## src/rtl/step_sequencer.sv

```systemverilog
// Pattern step sequencer: plays up to STEPS {note, gate} entries against a
// tick timebase, driving the sound processor's tone select and envelope hold.
module step_sequencer #(
    parameter int STEPS      = 8,
    parameter int FREQ_BITS  = 4,
    parameter int TEMPO_BITS = 16
) (
    input  logic                     clk,
    input  logic                     rst,
    input  logic                     tick,
    input  logic                     run,
    input  logic [TEMPO_BITS-1:0]    tempo,
    input  logic [$clog2(STEPS)-1:0] last_step,
    input  logic                     wr_en,
    input  logic [$clog2(STEPS)-1:0] wr_addr,
    input  logic [FREQ_BITS-1:0]     wr_note,
    input  logic [1:0]               wr_gate,
    output logic [FREQ_BITS-1:0]     tone_freq_bin,
    output logic                     hold,
    output logic [$clog2(STEPS)-1:0] step_idx,
    output logic                     step_strobe,
    output logic                     playing
);

    localparam int AW = $clog2(STEPS);

    typedef enum logic {
        IDLE,
        PLAY
    } state_t;

    state_t                state;
    logic [FREQ_BITS-1:0]  note_mem [STEPS];
    logic [1:0]            gate_mem [STEPS];
    logic [TEMPO_BITS-1:0] cnt;
    logic [TEMPO_BITS-1:0] cnt_inc;
    logic [TEMPO_BITS-1:0] t_lat;
    logic [TEMPO_BITS-1:0] g_thr;

    logic [AW-1:0]         ld_idx;
    logic [FREQ_BITS-1:0]  ld_note;
    logic [1:0]            ld_gate;
    logic [TEMPO_BITS-1:0] tempo_eff;
    logic [TEMPO_BITS-1:0] quarter;
    logic [TEMPO_BITS-1:0] half;
    logic [TEMPO_BITS-1:0] ld_thr;
    logic                  do_load;

    always_ff @(posedge clk or posedge rst) begin
        if (rst) begin
            for (int i = 0; i < STEPS; i++) begin
                note_mem[i] <= '0;
                gate_mem[i] <= '0;
            end
        end else if (wr_en) begin
            note_mem[wr_addr] <= wr_note;
            gate_mem[wr_addr] <= wr_gate;
        end
    end

    // Write-through so an edit landing on the loading edge is what plays.
    always_comb begin
        ld_idx = '0;
        if (state == PLAY && step_idx < last_step)
            ld_idx = step_idx + AW'(1);
        ld_note = note_mem[ld_idx];
        ld_gate = gate_mem[ld_idx];
        if (wr_en && wr_addr == ld_idx) begin
            ld_note = wr_note;
            ld_gate = wr_gate;
        end
    end

    always_comb begin
        tempo_eff = (tempo == '0) ? TEMPO_BITS'(1) : tempo;
        quarter   = tempo_eff >> 2;
        half      = tempo_eff >> 1;
        ld_thr    = '0;
        unique case (ld_gate)
            2'b00: ld_thr = '0;
            2'b01: ld_thr = (quarter == '0) ? TEMPO_BITS'(1) : quarter;
            2'b10: ld_thr = (half == '0) ? TEMPO_BITS'(1) : half;
            2'b11: ld_thr = tempo_eff;
        endcase
    end

    assign cnt_inc = cnt + TEMPO_BITS'(1);
    assign do_load = run && tick &&
                     (state == IDLE || cnt == t_lat - TEMPO_BITS'(1));

    always_ff @(posedge clk or posedge rst) begin
        if (rst) begin
            state         <= IDLE;
            tone_freq_bin <= '0;
            hold          <= 1'b0;
            step_idx      <= '0;
            step_strobe   <= 1'b0;
            playing       <= 1'b0;
            cnt           <= '0;
            t_lat         <= '0;
            g_thr         <= '0;
        end else begin
            step_strobe <= 1'b0;
            if (state == PLAY && !run) begin
                state    <= IDLE;
                hold     <= 1'b0;
                playing  <= 1'b0;
                step_idx <= '0;
                cnt      <= '0;
            end else if (do_load) begin
                state         <= PLAY;
                playing       <= 1'b1;
                step_idx      <= ld_idx;
                tone_freq_bin <= ld_note;
                t_lat         <= tempo_eff;
                g_thr         <= ld_thr;
                hold          <= (ld_gate != 2'b00);
                step_strobe   <= 1'b1;
                cnt           <= '0;
            end else if (state == PLAY && tick) begin
                cnt <= cnt_inc;
                if (cnt_inc == g_thr && g_thr < t_lat)
                    hold <= 1'b0;
            end
        end
    end

endmodule

```

## config.mk

```make
export PLATFORM = sky130hd
export DESIGN_NAME = step_sequencer
export DESIGN_NICKNAME = d
export VERILOG_FILES = /design/src/rtl/step_sequencer.sv
export SDC_FILE = /design/constraint.sdc
export NUM_CORES = 1
export LEC_CHECK = 0
export CORE_ASPECT_RATIO = 1.1
export CORE_MARGIN = 3
export CORE_UTILIZATION = 54
export CTS_CLUSTER_DIAMETER = 150
export DETAILED_ROUTE_END_ITERATION = 8
export PLACE_DENSITY_LB_ADDON = 0.25
export SLEW_MARGIN = 20
export SYNTH_ARGS = -nofsm -noshare
export SYNTH_HDL_FRONTEND = slang
export SYNTH_SLANG_ARGS = --single-unit
```

## constraint.sdc

```tcl
create_clock -name clk -period 3.83 [get_ports clk]
set_input_delay 0.9575 -clock clk [delete_from_list [all_inputs] [get_ports clk]]
set_output_delay 0.9575 -clock clk [all_outputs]
set_load 0.005 [all_outputs]
```

==> results of run 1 <==
[how the worst max path moves through the flow]
| stage | from | endpoint | slack [ps] | cells past startpoint |
|---|---|---|---|---|
| global placement | last_step[2] | g_thr[1]$_DFFE_PP0P_ | 50 | 13 |
| global route | last_step[1] | g_thr[6]$_DFFE_PP0P_ | 70 | 13 |
| detailed placement | last_step[2] | g_thr[4]$_DFFE_PP0P_ | -70 | 13 |
| finish | last_step[2] | g_thr[11]$_DFFE_PP0P_ | 250 | 13 |
| floorplan | rst | cnt[0]$_DFFE_PP0P_ | 80 | 1 |
| CTS | last_step[2] | g_thr[4]$_DFFE_PP0P_ | 290 | 13 |
[placed cells by master (no fill, tap or decap), drive strengths merged, types with 3 or more instances in the layout]
master	synthesis	layout
nand2b	7	7
or2	5	5
o2111a	4	4
nor4	8	8
mux2	38	38
a311oi	3	3
a22o	3	3
dfrtp	106	106
clkbuf	28	9
nand2	67	67
a2bb2oi	13	13
nor2	37	37
or4	3	3
o22ai	3	3
clkdlybuf4s50	0	42
nand3b	5	5
nor3	10	10
inv	36	40
nand4b	5	5
nand3	14	14
nand4	11	11
ha	20	20
a2111oi	4	4
clkinv	1	4
or3	8	8
a21oi	37	37
o2111ai	6	6
nor2b	9	9
mux2i	29	29
buf	10	25
xnor2	31	31
a31oi	3	3
o211ai	8	8
a21o	7	7
o21ai	62	62
nor3b	4	4
xor2	16	16
[cells by family after synthesis]
| family | share of synthesized area (%) |
|---|---|
| flops | 40.9 |
| buf+inv | 4.61 |
| fa+ha+maj | 3.86 |
| simple gates | 15.6 |
| xor+xnor | 6.34 |
| mux | 11.4 |
| compound gates | 17.3 |
[sequential cells by signal, summed over array words and instances (netlist names)]
register / count
note_mem: 32
cnt: 16
g_thr: 16
gate_mem: 16
t_lat: 16
tone_freq_bin: 4
step_idx: 3
hold: 1
state: 1
step_strobe: 1
[power groups by stage]
stage	Combinational (mW)	Sequential, mW	Clock [mW]
after global placement	0.945	1.51	0
after floorplan	0.692	1.46	0
final	0.990	1.51	0.923
after global routing	1.11	1.53	0.983
after CTS	0.989	1.50	0.943
after detailed placement	0.981	1.53	0
[layer usage]
| layer | global-route usage (%) | share of wire (%) |
|---|---|---|
| met5 | 0 | 0 |
| met1 | 30.2 | 42 |
| met4 | 10.0 | 2.8 |
| met3 | 3.39 | 3.3 |
| met2 | 44.5 | 52 |
[worst register-to-register path, stage by stage, from the launching register on]
cell	delay, ps
sky130_fd_sc_hd__dfrtp_1	470
sky130_fd_sc_hd__or4_1	710
sky130_fd_sc_hd__nor4_4	410
sky130_fd_sc_hd__nand3b_1	160
sky130_fd_sc_hd__a41oi_1	110
sky130_fd_sc_hd__a41oi_1	390
sky130_fd_sc_hd__o2111a_1	530
sky130_fd_sc_hd__buf_4	240
sky130_fd_sc_hd__a21oi_1	70
sky130_fd_sc_hd__o21ai_0	160
[layout make-up]
type	instances	area (um^2)	share of cell area [%]
Multi-Input combinational cell	507	3550	47.6
Clock buffer	9	225	3.02
Clock inverter	7	68.8	0.922
Tap cell	150	188	2.52
Inverter	37	141	1.90
Sequential cell	106	2650	35.6
Timing Repair Buffer	67	633	8.49
[through the flow]
stage	cells	utilization, %	hold slack (ps)
3_3_place_gp	867	61.8	452
2_1_floorplan	688	-	441
5_1_grt	883	64.4	500
6_report	883	64.4	478
3_5_place_dp	867	61.8	462
4_1_cts	883	64.4	479
==> qor.log, run 1 <==
[floorplanning] standard-cell rows 41
[clock_network] total clock buffers created by CTS 9
[finish] antenna diode count 0
[finish] synthesis-to-layout area growth 15.0%
[clock_network] Post-CTS Setup Repair Bufs 0
[critical_path] cell type group with the largest total delay on the critical path compound AO/OA/AOI/OAI gates
[power] Power per Cell Area 458 nW/um^2
[clock_network] number of levels the H-tree was split into 3
[finish] number of fill cells in the layout 969
[sta] timing-limited maximum frequency 279 MHz
[detailed_routing] number of DRC markers after the initial detailed-route iteration 397
[floorplanning] Initial Utilization 56.0%
[power] internal portion of total power 2.29 mW
[yosys] Seq cells post-synth 106
[power] combinational power share 29.0%
[detailed_routing] residual DRC count 0
[detailed_routing] final antenna-violating net count 0
[critical_path] cell-by-cell listing of the critical path clkdlybuf4s50_1 > inv_1 > ha_1 > nand2_1 > o211ai_1 > a31oi_1 > o211a_1 > o31ai_4 > buf_12 > and2_0 > buf_4 > a2bb2oi_1 > a21oi_1
[critical_path] WP buf/inv 4
[sta] transition at the pin with the smallest max-transition slack 875 ps
[global_routing] total routing usage reported by global routing 24.8%
[critical_path] largest fanout on the critical path 19
[critical_path] largest stage delay on the critical path 450 ps
[sta] total negative setup slack 0 ps
[power] switching share of total power 33.1%
[finish] post-route standard cell area excluding fillers 7460 um^2
[status] outcome completed
[detailed_routing] detailed-route wire length 16,100 um
[clock_network] latest clock arrival within the worst-skew pair 350 ps
[power] portion of total power attributed to the clock network 27.0%
[critical_path] critical path class input pin to flip-flop
[power] worst ir drop on vdd 266 uV
[critical_path] Worst setup SP type input pin
[clock_network] Hold-fix buffers, CTS 0
[power] switching component of the power 1.13 mW
[clock_network] Worst-path clk slew 80 ps
[power] static leakage power 3.21 nW
[floorplanning] number of top-level design ports 43
[detailed_routing] number of iterations in the first detailed-routing pass 5
[critical_path] R2R Path Start t_lat[2]$_DFFE_PP0P_
[detailed_routing] routed wire length per instance 18.3 um
[critical_path] worst r2r dst cnt[7]$_DFFE_PP0P_
[yosys] cell types occupying the most area after synthesis sky130_fd_sc_hd__dfrtp_1 (41%), sky130_fd_sc_hd__mux2_2 (6.4%), sky130_fd_sc_hd__o21ai_0 (4.7%)
[sta] Slew HR 41.7%
[yosys] library cell occupying the most area in the post-synthesis netlist sky130_fd_sc_hd__dfrtp_1
[job] maximum capacitance violations 0
[yosys] Synth Flop Type sky130_fd_sc_hd__dfrtp_1
[detailed_routing] overall via count from detail_route 5,343
[yosys] share of the synthesized area in the top cell type 40.9%
[yosys] Syn Inst Count 688
[yosys] Post-synth top cells sky130_fd_sc_hd__dfrtp_1 (106), sky130_fd_sc_hd__nand2_1 (67), sky130_fd_sc_hd__o21ai_0 (61)
[floorplanning] floorplan die width 111 um
[yosys] count of warnings emitted by yosys 0
[yosys] area of the mapped netlist 6490 um^2
[sta] share of the cycle needed by the critical path after routing 93.5%
[sta] worst setup margin 251 ps
[place] worst slack at placement -70.4 ps
[worst_hold_path] Worst Hold Path EP note_mem[1]$_DFFE_PP0P_
[finish] proportion of layout cells with a drive suffix above 1 12.0%
[yosys] number of enable flip-flop cells after synthesis 0
[critical_path] path depth of the worst reg2reg path 9
[worst_hold_path] Hold Crit Class flip-flop to flip-flop
[sta] setup repair after global routing missed its margin no
[global_routing] antenna violations before repair 0
[sta] fin crit period 3580 ps
[detailed_routing] detailed-route vias per instance 6.05
[clock_network] maximum root-to-sink buffer count 2
[global_routing] global-route wire length before repair 26,900 um
[floorplanning] Core Footprint 11,600 um^2
[place] cell area after placement 7170 um^2
[global_routing] via count of the first global-routing pass 5,419
[place] Buffers on Ports 42
[sta] final hold violations 0
[clock_network] CTS root buffer sky130_fd_sc_hd__clkbuf_16
[sta] count of final setup violators 0
[yosys] leading cell type by number of instances after synthesis sky130_fd_sc_hd__dfrtp_1
[clock_network] Sink Count 106
[floorplanning] Die Area 13,400 um^2
[global_routing] aggregate global routing overflow 0
[critical_path] kind of end point of the critical path flip-flop
[critical_path] slack of the worst reg-to-reg path 490 ps
[power] total design power 3.42 mW
[power] sequential share of power 44.1%
[worst_hold_path] Hold Path Stages 2
[yosys] number of distinct library cell variants in the gate-level netlist after synthesis 58
[place] sum of net half-perimeters after detailed placement 12,100 um
[sta] final setup skew 9.55 ps
[sta] Slew Viols, Final 0
[place] GP Congestion 0.907
[yosys] share of the yosys chip area belonging to registers 40.9%
[global_routing] pin count of the biggest net entering global routing 74
[critical_path] slowest CP cell sky130_fd_sc_hd__clkdlybuf4s50_1
[critical_path] Worst EP required 4100 ps
[critical_path] WP data arrival 3850 ps
[yosys] Post-Syn Area per Cell 9.43 um^2
[clock_network] post-cts repair resize count 0
[finish] Final nets 781
[worst_hold_path] critical hold path startpoint note_mem[1]$_DFFE_PP0P_
[clock_network] clock tree from TritonCTS built
[floorplanning] height of the die 121 um
[yosys] Async SR Flop Fraction 100%
[yosys] syn nets 741
(Power assumes the default switching activity.)
==> run 2: changes to the inputs <==
--- a/config.mk
+++ b/config.mk
@@ -5,6 +5,7 @@
 export SDC_FILE = /design/constraint.sdc
 export NUM_CORES = 1
 export LEC_CHECK = 0
+export CAP_MARGIN = 25
 export CORE_ASPECT_RATIO = 1.1
 export CORE_MARGIN = 3
 export CORE_UTILIZATION = 54
==> results of run 2 <==
No change in the layout: final DEF, timing and power equal those of run 1.
